===== config.mk =====
export PLATFORM = sky130hd
export DESIGN_NAME = batch_variance
export DESIGN_NICKNAME = d
export VERILOG_FILES = /design/src/rtl/batch_variance.sv
export SDC_FILE = /design/constraint.sdc
export NUM_CORES = 2
export LEC_CHECK = 0
export BUFFER_PORTS_ARGS = -buffer_cell sky130_fd_sc_hd__clkbuf_2
export CAP_MARGIN = 40
export CORE_MARGIN = 2
export CORE_UTILIZATION = 35
export CTS_CLUSTER_SIZE = 40
export DETAILED_ROUTE_END_ITERATION = 16
export SLEW_MARGIN = 10
export SYNTH_ARGS = -nofsm -noshare
export SYNTH_HDL_FRONTEND = slang
export SYNTH_SLANG_ARGS = --single-unit

===== constraint.sdc =====
create_clock -name clk -period 15.26 [get_ports clk]
set_input_delay 3.052 -clock clk [delete_from_list [all_inputs] [get_ports clk]]
set_output_delay 3.052 -clock clk [all_outputs]
set_load 0.01 [all_outputs]

===== src/rtl/batch_variance.sv =====
// batch_variance: buffers a batch of N signed Q(IL.FL) samples, computes the
// batch mean (floor of sum/N), then makes a second pass over the buffer to
// form the biased variance plus EPS, saturated to the positive W-bit range.
// Results are held with done=1 until the consumer pulses output_taken.
//
// Ports:
//   clk          in   clock, all logic on posedge
//   reset        in   synchronous, active-low reset
//   in           in   W-bit signed sample
//   in_valid     in   in carries a sample this cycle
//   in_ready     out  block accepts a sample this cycle (state==LOAD)
//   output_taken in   consumer has taken mean/var_eps
//   mean         out  W-bit signed batch mean
//   var_eps      out  W-bit signed variance + EPS, never negative
//   state        out  current FSM state (00 LOAD, 01 MEAN, 10 VAR, 11 DONE)
//   done         out  mean/var_eps valid
module batch_variance #(
  parameter int IL    = 4,
  parameter int FL    = 16,
  parameter int N     = 16,
  parameter int LOG2N = 4,
  parameter int EPS   = 1
) (
  input  logic                       clk,
  input  logic                       reset,
  input  logic signed [IL+FL-1:0]    in,
  input  logic                       in_valid,
  output logic                       in_ready,
  input  logic                       output_taken,
  output logic signed [IL+FL-1:0]    mean,
  output logic signed [IL+FL-1:0]    var_eps,
  output logic        [1:0]          state,
  output logic                       done
);

  localparam int W      = IL + FL;
  localparam int SUM_W  = W + LOG2N;
  localparam int DIFF_W = W + 1;
  localparam int PROD_W = 2 * DIFF_W;
  // Each squared term is below 2^(2W-FL); N of them need LOG2N more bits,
  // plus one bit of headroom.
  localparam int ACC_W  = 2 * W - FL + LOG2N + 1;
  localparam int CNT_W  = LOG2N + 1;
  localparam int VMAX   = 2 ** (W - 1) - 1;

  typedef enum logic [1:0] {
    S_LOAD = 2'b00,
    S_MEAN = 2'b01,
    S_VAR  = 2'b10,
    S_DONE = 2'b11
  } state_e;

  state_e                   state_q, state_d;
  logic [CNT_W-1:0]         count_q, count_d;
  logic signed [SUM_W-1:0]  sum_q, sum_d;
  logic [ACC_W-1:0]         sq_acc_q, sq_acc_d;
  logic signed [W-1:0]      mean_r_q, mean_r_d;
  logic signed [W-1:0]      mean_q, mean_d;
  logic signed [W-1:0]      var_eps_q, var_eps_d;
  logic                     done_q, done_d;
  logic                     wr_en;

  logic signed [W-1:0]      buf_q [N];

  logic signed [DIFF_W-1:0] diff;
  logic signed [PROD_W-1:0] prod;
  logic [ACC_W-1:0]         sq;

  // Mean of squares plus EPS, clamped to the largest positive W-bit value.
  function automatic logic signed [W-1:0] sat_var(input logic [ACC_W-1:0] acc);
    logic [ACC_W-1:0] v;
    v = (acc >> LOG2N) + ACC_W'(EPS);
    if (v > ACC_W'(VMAX)) return W'(VMAX);
    return W'(v);
  endfunction

  // Second-pass datapath: the index wraps to entry 0 on the finalize cycle,
  // where the product is not used.
  assign diff = DIFF_W'(buf_q[count_q[LOG2N-1:0]]) - DIFF_W'(mean_r_q);
  assign prod = diff * diff;
  assign sq   = ACC_W'($unsigned(prod >> FL));

  always_comb begin
    state_d   = state_q;
    count_d   = count_q;
    sum_d     = sum_q;
    sq_acc_d  = sq_acc_q;
    mean_r_d  = mean_r_q;
    mean_d    = mean_q;
    var_eps_d = var_eps_q;
    done_d    = done_q;
    wr_en     = 1'b0;
    unique case (state_q)
      S_LOAD: begin
        if (in_valid) begin
          wr_en = 1'b1;
          sum_d = sum_q + SUM_W'(in);
          if (count_q == CNT_W'(N - 1)) begin
            count_d = '0;
            state_d = S_MEAN;
          end else begin
            count_d = count_q + 1'b1;
          end
        end
      end
      S_MEAN: begin
        // Arithmetic shift gives floor(sum/N), which always fits W bits.
        mean_r_d = W'(sum_q >>> LOG2N);
        sq_acc_d = '0;
        count_d  = '0;
        state_d  = S_VAR;
      end
      S_VAR: begin
        // Entries 0..N-1 accumulate; the extra count value N is the finalize edge.
        if (count_q == CNT_W'(N)) begin
          var_eps_d = sat_var(sq_acc_q);
          mean_d    = mean_r_q;
          done_d    = 1'b1;
          count_d   = '0;
          state_d   = S_DONE;
        end else begin
          sq_acc_d = sq_acc_q + sq;
          count_d  = count_q + 1'b1;
        end
      end
      S_DONE: begin
        if (output_taken) begin
          done_d  = 1'b0;
          sum_d   = '0;
          count_d = '0;
          state_d = S_LOAD;
        end
      end
    endcase
  end

  always_ff @(posedge clk) begin
    if (!reset) begin
      state_q   <= S_LOAD;
      count_q   <= '0;
      sum_q     <= '0;
      sq_acc_q  <= '0;
      mean_q    <= '0;
      var_eps_q <= '0;
      done_q    <= 1'b0;
    end else begin
      state_q   <= state_d;
      count_q   <= count_d;
      sum_q     <= sum_d;
      sq_acc_q  <= sq_acc_d;
      mean_q    <= mean_d;
      var_eps_q <= var_eps_d;
      done_q    <= done_d;
    end
  end

  // Sample buffer and working mean are pure data and need no reset.
  always_ff @(posedge clk) begin
    mean_r_q <= mean_r_d;
    if (wr_en) buf_q[count_q[LOG2N-1:0]] <= in;
  end

  assign in_ready = (state_q == S_LOAD);
  assign state    = state_q;
  assign mean     = mean_q;
  assign var_eps  = var_eps_q;
  assign done     = done_q;

endmodule


==> results.py <==
metrics = {
    "sta": {
        "rsz0062_at_grt": "no",
        "period_share_pct": 87.4,
        "finalHoldViolations": 0,
        "slew_headroom_pct": 38.2,
        "setup_violations": 0,
        "tns_ns": 0,
        "drv_slew": 0,
        "tightest_slew_ns": 0.920,
        "fmax_ghz": 0.0750,
        "finalCriticalPeriod_ns": 13.33,
        "skew_ns": 0.0339,
    },
    "synthesis": {
        "syn_nets": 3550,
        "ys_ff_latch": 445,
        "syn_area_per_cell_um2": 11.8,
        "yosysSeqAreaShare_pct": 35.8,
        "synth_top_cell_by_area": "edfxtp_1",
        "ys.flop_type": "edfxtp_1",
        "synth_edf_count": 340,
        "syn_inst": 2909,
        "synth-async-reset-ratio_pct": 0,
        "synth.area.top_cells": "edfxtp_1 (30%), fa_1 (25%), ha_1 (7.1%)",
        "yosys-top-cells-count": "inv_1 (509), fa_1 (422), edfxtp_1 (340)",
        "yosysTopAreaCellShare_pct": 29.7,
        "synth_cell_types": 74,
        "ys_warn_count": 0,
        "syn_area_um2": 34300,
        "synth_most_common_cell": "inv_1",
    },
    "worst_setup_path": {
        "reg2regPathDepth": 42,
        "critPathMostFrequentCell": "fa_1",
        "startpoint_type": "flip-flop",
        "cp-end-kind": "flip-flop",
        "crit_path_max_fanout": 30,
        "worstPathArrival_ns": 13.80,
        "cp_data_required_time_ns": 15.73,
        "max_stage_delay_ns": 0.80,
        "crit_slowest_cell": "fa_1",
        "worstSetupPathType": "reg -> reg",
    },
    "cells_and_area": {
        "antennaDiodeCount": 0,
        "nets": 3636,
        "area_delta_synth_final_pct": 10.8,
        "drive_gt1_share_pct": 12.1,
    },
    "floorplan": {
        "ios": 68,
        "core_um2": 97000,
        "die_w_um": 317,
        "start_util_pct": 35.4,
        "die_h_um": 317,
        "rows": 114,
        "die_area_um2": 101000,
    },
    "job": {
        "maxCapViolations": 0,
    },
    "clock_network": {
        "numCtsBuffers": 48,
        "cts_resized": 0,
        "post-cts-setup-buffer-count": 0,
        "clockBufferDepth": 3,
        "cts_tree": "built",
        "holdBufCountCts": 0,
        "cts.clk_slew.worst_paths_ns": 0.06,
        "root_buffer": "clkbuf_16",
        "cts.sinks": 445,
        "htreeDepth": 2,
        "clk_latency_ns": 0.61,
    },
    "grt": {
        "antenna_found_initial": 3,
        "grt_use_total_pct": 17.2,
        "grt_pass1_vias": 23000,
        "grt_max_degree": 53,
        "grt_pass1_wl_mm": 132,
        "overflow": 0,
    },
    "min_path": {
        "hold_path.class": "reg -> reg",
        "min_path_cells": 2,
    },
    "drt": {
        "drtPass1Iterations": 5,
        "initialDrtViolationCount": 1468,
        "via_per_inst": 5.12,
        "drt-wirelength-per-cell_um": 19.6,
        "ant_nets": 0,
        "postRouteWirelength_mm": 84.6,
        "vias": 22000,
        "drc": 0,
    },
    "placed_design": {
        "numPortBuffers": 67,
        "place_congestion": 0.866,
        "hpwl_mm": 62.9,
    },
    "run_status": {
        "status": "completed",
    },
}
-- registers in the layout (all words and copies together), names as in the netlist, 2 cells and up, named ones only --
name / flops
buf_q: 320
var_eps: 20
count_q: 5
sum_q: 24
mean_r_q: 20
sq_acc_q: 29
mean: 20
state: 2
-- per-stage QoR --
| stage | std cells | setup WS [ns] | util (%) | area [um2] | hold slack (ns) |
|---|---|---|---|---|---|
| after detailed placement | 4221 | 1.90 | 37.6 | 36500 | 0.452 |
| after floorplan | 2909 | 2.87 | - | 34300 | 0.434 |
| after CTS | 4310 | 1.86 | 39.2 | 38000 | 0.468 |
| final | 4310 | 1.93 | 39.2 | 38000 | 0.465 |
| after global routing | 4310 | 0.833 | 39.2 | 38000 | 0.492 |
| after global placement | 4219 | 2.16 | 37.6 | 36500 | 0.448 |
-- placed cells by master (no fill, tap or decap), types with 13 or more instances in the layout --
| cell type | Yosys | routed |
|---|---|---|
| ha_1 | 195 | 195 |
| a21boi_0 | 28 | 28 |
| and2_1 | 24 | 24 |
| clkbuf_16 | 0 | 49 |
| clkbuf_2 | 0 | 66 |
| a22oi_1 | 23 | 23 |
| mux4_2 | 100 | 100 |
| nor3_1 | 44 | 39 |
| nand2b_1 | 23 | 23 |
| nand4_1 | 13 | 13 |
| nand2_1 | 226 | 226 |
| nor2b_1 | 50 | 50 |
| dfxtp_1 | 105 | 102 |
| o221a_2 | 20 | 20 |
| nor2_1 | 188 | 176 |
| nand3_1 | 52 | 52 |
| xnor2_1 | 69 | 67 |
| fa_1 | 422 | 422 |
| inv_1 | 509 | 509 |
| buf_4 | 0 | 62 |
| clkbuf_1 | 77 | 18 |
| xor2_1 | 30 | 30 |
| o21ai_0 | 49 | 48 |
| and3_1 | 15 | 15 |
| a21o_1 | 33 | 33 |
| edfxtp_1 | 340 | 340 |
| a21oi_1 | 84 | 84 |
-- final cells by class --
type	count	area, um2
clock buffers	74	1390
clock inverters	15	153
fillers	9314	58900
inverters	515	1930
multi-input cells	1854	19800
flip-flops and latches	445	12300
well taps	1276	1600
repair buffers	131	827
-- path summary, 6_finish.rpt --
path	start	to	slack [ns]
max	flip-flop	sq_acc_q[28]	1.93
min	mean[1]	mean[1]	0.46
max reg2reg	flip-flop	sq_acc_q[28]	1.93
min reg2reg	mean[1]	mean[1]	0.46
-- critical path: cells and delay by family, from the launching register on --
kind                       cells  cell delay, ns
buffers and inverters          7            0.85
muxes                          3            1.39
and+or+nand+nor                9            1.90
AOI/OAI and AO/OA             12            3.22
adders and majority gates     11            5.08
DFF                            1            0.76
-- per-layer routing --
layer / wire (um) / track usage [%] / vias to the layer above / part of all wire (%)
met1: 35600 / 22.6 / 11300 / 42
met4: 2970 / 6.10 / 4 / 3.5
met5: 24 / 0 / - / 0.028
met2: 40800 / 28.7 / 634 / 48
li1: - / - / 9973 / -
met3: 5160 / 2.83 / 160 / 6.1
-- cell families (layout without fill, tap and decap cells) --
logic type | count (synthesis) | in the layout | share of synthesized area [%]
adder cells (fa/ha/maj) | 617 | 617 | 31.7
XOR/XNOR | 100 | 100 | 2.57
buffers and inverters | 610 | 735 | 6.67
AND/OR/NAND/NOR | 676 | 676 | 9.14
multiplexers | 104 | 104 | 6.68
flip-flops | 445 | 445 | 35.8
AO/OA/AOI/OAI | 357 | 357 | 7.38
Power is not shown: default switching activity piles up to over one toggle a cycle in this logic, so the estimate is an artifact.
